### src/rtl/sig_debouncer.sv
// Level debouncer: two-flop synchronizer, four-state qualify FSM,
// registered level/busy outputs and a saturating rejected-change counter.
module sig_debouncer #(
  parameter int DEB_CYCLES = 4,
  parameter int GLITCH_W   = 8
) (
  input  logic                clk,
  input  logic                rst,
  input  logic                signal_in,
  output logic                signal,
  output logic                busy,
  output logic [GLITCH_W-1:0] glitch_cnt
);

  localparam int CW = $clog2(DEB_CYCLES);
  localparam logic [CW-1:0] CNT_LAST = CW'(DEB_CYCLES - 1);

  typedef enum logic [1:0] {
    ST_LOW,
    CHK_HIGH,
    ST_HIGH,
    CHK_LOW
  } state_t;

  logic                r_sync1;
  logic                r_sync2;
  state_t              r_state;
  logic [CW-1:0]       r_cnt;
  logic                r_signal;
  logic                r_busy;
  logic [GLITCH_W-1:0] r_glitch;

  state_t              w_state_nxt;
  logic [CW-1:0]       w_cnt_nxt;
  logic                w_signal_nxt;
  logic                w_busy_nxt;
  logic                w_glitch_inc;
  logic                w_cnt_last;

  assign w_cnt_last = (r_cnt == CNT_LAST);

  always_ff @(posedge clk or negedge rst) begin
    if (!rst) begin
      r_sync1  <= 1'b0;
      r_sync2  <= 1'b0;
      r_state  <= ST_LOW;
      r_cnt    <= '0;
      r_signal <= 1'b0;
      r_busy   <= 1'b0;
      r_glitch <= '0;
    end else begin
      r_sync1  <= signal_in;
      r_sync2  <= r_sync1;
      r_state  <= w_state_nxt;
      r_cnt    <= w_cnt_nxt;
      r_signal <= w_signal_nxt;
      r_busy   <= w_busy_nxt;
      if (w_glitch_inc && !(&r_glitch))
        r_glitch <= r_glitch + 1'b1;
    end
  end

  always_comb begin
    w_state_nxt = r_state;
    unique case (r_state)
      ST_LOW:
        if (r_sync2) w_state_nxt = CHK_HIGH;
      CHK_HIGH:
        if (!r_sync2)        w_state_nxt = ST_LOW;
        else if (w_cnt_last) w_state_nxt = ST_HIGH;
      ST_HIGH:
        if (!r_sync2) w_state_nxt = CHK_LOW;
      CHK_LOW:
        if (r_sync2)         w_state_nxt = ST_HIGH;
        else if (w_cnt_last) w_state_nxt = ST_LOW;
    endcase
  end

  // cnt holds the number of agreeing samples seen so far in a check state
  always_comb begin
    w_cnt_nxt    = '0;
    w_glitch_inc = 1'b0;
    unique case (r_state)
      ST_LOW:
        if (r_sync2) w_cnt_nxt = CW'(1);
      CHK_HIGH:
        if (!r_sync2)         w_glitch_inc = 1'b1;
        else if (!w_cnt_last) w_cnt_nxt = r_cnt + CW'(1);
      ST_HIGH:
        if (!r_sync2) w_cnt_nxt = CW'(1);
      CHK_LOW:
        if (r_sync2)          w_glitch_inc = 1'b1;
        else if (!w_cnt_last) w_cnt_nxt = r_cnt + CW'(1);
    endcase
    w_signal_nxt = (w_state_nxt == ST_HIGH) ||
                   (w_state_nxt == CHK_LOW);
    w_busy_nxt   = (w_state_nxt == CHK_HIGH) ||
                   (w_state_nxt == CHK_LOW);
  end

  assign signal     = r_signal;
  assign busy       = r_busy;
  assign glitch_cnt = r_glitch;

endmodule

### config.mk
export PLATFORM = sky130hd
export DESIGN_NAME = sig_debouncer
export DESIGN_NICKNAME = d
export VERILOG_FILES = /design/src/rtl/sig_debouncer.sv
export SDC_FILE = /design/constraint.sdc
export NUM_CORES = 1
export LEC_CHECK = 0
export ABC_CLOCK_PERIOD_IN_PS = 3300
export CAP_MARGIN = 20
export CORE_MARGIN = 5
export CORE_UTILIZATION = 40
export CTS_BUF_LIST = sky130_fd_sc_hd__clkbuf_2
export CTS_CLUSTER_DIAMETER = 80
export DETAILED_ROUTE_END_ITERATION = 10
export HOLD_SLACK_MARGIN = 0.15
export MAX_ROUTING_LAYER = met4
export PLACE_DENSITY = 0.69
export RECOVER_POWER = 100
export SLEW_MARGIN = 15
export SYNTH_ARGS = -nofsm -noshare
export SYNTH_HDL_FRONTEND = slang
export SYNTH_SLANG_ARGS = --single-unit
### constraint.sdc
create_clock -name clk -period 3.3 [get_ports clk]
set_input_delay 0.33 -clock clk [delete_from_list [all_inputs] [get_ports clk]]
set_output_delay 0.33 -clock clk [all_outputs]
set_load 0.1 [all_outputs]
---- After elaboration in Yosys (flattened, before gate mapping) ----
Cells that the tools add are included.
word-level totals
  bits in registers ....................... 16
  bits in latches ......................... 0
  RAM bits ................................ 0
  ROM bits ................................ 0
  bits of input ports ..................... 3
  output and inout port bits .............. 10
  word-level logic and storage cells ...... 38
  memories kept ........................... 0
operators by class
  add/sub/neg operators ................... 2
  multiply operators ...................... 0
  divide/modulo/power cells ............... 0
  order comparisons ....................... 0
  eq/ne operators ......................... 7
  shift operators ......................... 0
  multiplexer cells ....................... 16
  bitwise logic cells ..................... 0
  reductions and logical operators ........ 6
operators by type and width
  kind                                                             number
  2-bit 2-to-1 mux                                                 9
  2-bit case mux with 4 select lines                               2
  2-bit == test, second input constant                             5
  8-bit by 1-bit adder with 8-bit output, second input constant    1
  8-bit AND reduction                                              1
  2-bit by 1-bit == test with 1-bit output, second input constant  2
  1-bit 2-to-1 mux                                                 4
  2-bit by 1-bit adder with 2-bit output, second input constant    1
  2-bit logical NOT                                                1
  1-bit logical OR                                                 2
  1-bit case mux with 2 select lines                               1
  1-bit logical AND                                                1
  1-bit logical NOT                                                1

---- Longest topological paths before layout ----
  depth after elaboration ................. 6
  depth in mapped cells ................... 5
  mapped depth without buffers ............ 5

---- Worst setup path before layout ----
Ideal clock, no wire load.
  kind .................................... reg2reg
  start ................................... register r_glitch[0] (netlist: glitch_cnt[0])
  end ..................................... register r_glitch[1] (netlist: glitch_cnt[1])
  library setup time ...................... 0.127 ns
  data arrival time ....................... 2.023 ns
  data required time ...................... 3.173 ns
  path slack .............................. 1.150 ns
  stages on the path, launching flop included .. 6
  buffers on the path ..................... 0
  period minus slack after synthesis ...... 2.150 ns
  cell sequence ........................... dfrtp_1 ha_1 nand3_1 nor3_4 nor2_2 mux2_4
between the ends
  word-level cells in the longest chain between the ends .. 3
  elaborated cells between the ends (all ways) .. 4
  those cells by class .................... add/sub: 1; reduce/logical: 3
RTL lines
  item                                                                                            RTL line  source
  start: declaration                                                                              31        logic [GLITCH_W-1:0] r_glitch;
  start signal: assignment                                                                        59        r_glitch <= r_glitch + 1'b1;
  parallel branches: the longest is 3 deep, another holds 8-bit by 1-bit adder with 8-bit output  -
Several ways; the timed one is not identified.
A chain may end at the register's enable or synchronous reset.

---- Final worst setup path ----
  start ................................... register r_glitch[2] (netlist: glitch_cnt[2])
  end ..................................... output port glitch_cnt[2]
RTL lines
  item              RTL line  source
  end: declaration  12        output logic [GLITCH_W-1:0] glitch_cnt
No word-level cell between the ends.

==> impl_metrics.py <==
metrics = {
    "clocking": {
        "cts.clk_slew.worst_paths_ns": 0.15,
        "post_cts_resized": 0,
        "cts_buffers": 3,
        "cts_sinks": 15,
        "cts_max_path_buffers": 2,
        "root_buffer": "clkbuf_2",
        "postCtsSetupBuffers": 0,
        "tritoncts": "built",
        "htree_num_levels": 1,
        "cts_hold_buf": 0,
        "clk_latency_ns": 0.28,
    },
    "logic_synthesis": {
        "syn_area_um2": 669,
        "ys_types": 22,
        "yosysTopAreaCellShare": 0.561,
        "yosysTopAreaCell": "dfrtp_1",
        "ys_warn_count": 0,
        "synthTopCellsByArea": "dfrtp_1 (56%), xor2_1 (6.5%), ha_1 (3.7%)",
        "ys_ff_latch": 15,
        "synth_fp_nets": 57,
        "synth_cells": 52,
        "avgSynthCellArea_um2": 12.9,
        "seq_area_frac_synth": 0.561,
    },
    "flow_run": {
        "cap_violations": 0,
    },
    "route": {
        "ant_nets": 0,
        "viasPerCell": 5.21,
        "routed_wl_um": 1080,
        "drt_first_pass_iters": 4,
        "detail_route.wl_per_cell_um": 12.9,
        "vias": 438,
        "first_iter_violations": 2,
        "drc": 0,
    },
    "sta": {
        "drv_slew": 0,
        "finalSetupTns_ns": 0,
        "tightest_slew_ns": 0.981,
        "rsz0062_at_grt": "false",
        "fin_crit_sh": 0.700,
        "hold_viol": 0,
        "fin_skew_ns": 0.00835,
        "setup_viol": 0,
        "slew_headroom": 0.344,
        "max_freq_mhz": 433,
        "min_period_ns": 2.31,
    },
    "placement": {
        "port_buffers": 12,
        "gp_congestion": 0.772,
        "dpl.hpwl_um": 779,
        "postPlaceCellArea_um2": 810,
    },
    "floorplan": {
        "dieHeight_um": 50.9,
        "top_level_ports": 13,
        "fp-row-count": 14,
        "fp.coreArea_mm2": 0.00154,
        "die_w_um": 50.9,
        "start_util": 0.434,
        "die_area_mm2": 0.00259,
    },
    "worst_setup_path": {
        "max_stage_delay_ns": 1.23,
        "endpoint_kind": "output pin",
        "r2r_start": "r_sync2",
        "reg2reg_depth": 4,
        "r2r-end": "glitch_cnt[7]",
        "reg2reg_setup_slack_ns": 1.64,
        "crit_family": "buffers and inverters",
        "crit_type": "reg -> out",
        "required_ns": 2.97,
        "cp_max_fo": 6,
        "cp_num_buf_inv": 1,
        "worst_setup_path_start_kind": "flip-flop",
        "worstPathCellList": "dlygate4sd3_1",
        "slowest_stage": "dlygate4sd3_1",
        "arrival_ns": 1.98,
    },
    "global_route": {
        "antenna_found_initial": 0,
        "grt_pass1_vias": 436,
        "grt_pass1_wl_um": 1850,
        "grt_max_degree": 16,
        "overflow": 0,
        "grt_use_total": 0.0933,
    },
    "cells_and_area": {
        "drive_gt1_frac": 0.103,
        "layout.cells.most_common_list": "dfrtp_1 (15), dlygate4sd3_1 (12), nand2_1 (6)",
        "ff_latch_area_um2": 375,
        "nFillCells": 148,
        "nNetsFinal": 74,
        "stdcell_area_um2": 798,
        "antenna_cells": 0,
        "area_growth_syn_to_layout_pct": 19.3,
        "layout_commonest_cell": "dfrtp_1",
        "multi_input_area_um2": 263,
    },
    "worst_hold_path": {
        "hp-start": "r_sync1",
        "hold_depth": 0,
        "hold_end": "r_sync2",
        "hold_path_class": "reg -> reg",
    },
    "run_status": {
        "status": "finished clean",
    },
}
==> synth_stat cells, drive strengths merged <==
cell type   n
a21oi       1
nor3        6
nand2b      1
xor2        5
dfrtp      15
nand2       6
o21bai      1
and2        1
xnor2       1
nor2        2
mux2        4
a21boi      2
nand4       1
nand3       3
nor3b       1
ha          2
==> final cells by class <==
type                       instances  share of cell area
clock inverter                     1             0.00627
multi-input combinational         37               0.329
clock buffer                       3              0.0188
timing repair buffer              12               0.150
tap                               16              0.0251
sequential                        15               0.470
==> how the worst max path moves through the flow <==
| stage | start | end | slack, ns | cells past startpoint |
|---|---|---|---|---|
| finish | glitch_cnt[2] | glitch_cnt[2] | 0.99 | 1 |
| global route | glitch_cnt[2] | glitch_cnt[2] | 0.92 | 1 |
| CTS | r_state[0] | busy | 1.0 | 1 |
| detailed placement | r_state[0] | busy | 1.35 | 1 |
| global placement | r_state[0] | busy | 1.38 | 1 |
| floorplan | glitch_cnt[0] | glitch_cnt[1] | 1.15 | 5 |
==> stage by stage <==
stage	worst slack, ns	hold slack [ns]	util	instances
2_1_floorplan	1.15	0.0344	-	52
3_3_place_gp	1.38	0.335	0.525	80
3_5_place_dp	1.35	0.336	0.525	80
4_1_cts	0.998	0.370	0.538	84
5_1_grt	0.922	0.377	0.518	84
6_report	0.989	0.373	0.518	84
==> metal layers <==
metal | track usage | up-vias | wire length, um
li1 | - | 210 | -
met1 | 0.116 | 213 | 515
met2 | 0.143 | 13 | 509
met3 | 0.0174 | 2 | 48
met4 | 0.0511 | 0 | 9
met5 | - | - | 0
==> sequential cells by signal, indices dropped and copies added, names as in the netlist <==
signal and flops:
signal 1, r_cnt 2, r_sync2 1, r_state 2
glitch_cnt 8, r_sync1 1
==> logic make-up after synthesis <==
| kind of cell | after synthesis | synth area share |
|---|---|---|
| AO/OA/AOI/OAI | 4 | 0.0411 |
| XOR/XNOR | 6 | 0.0897 |
| adder cells (fa/ha/maj) | 2 | 0.0374 |
| flip-flops | 15 | 0.561 |
| AND/OR/NAND/NOR | 21 | 0.198 |
| multiplexers | 4 | 0.0729 |
Power is not shown: default switching activity piles up to over one toggle a cycle in this logic, so the estimate is an artifact.
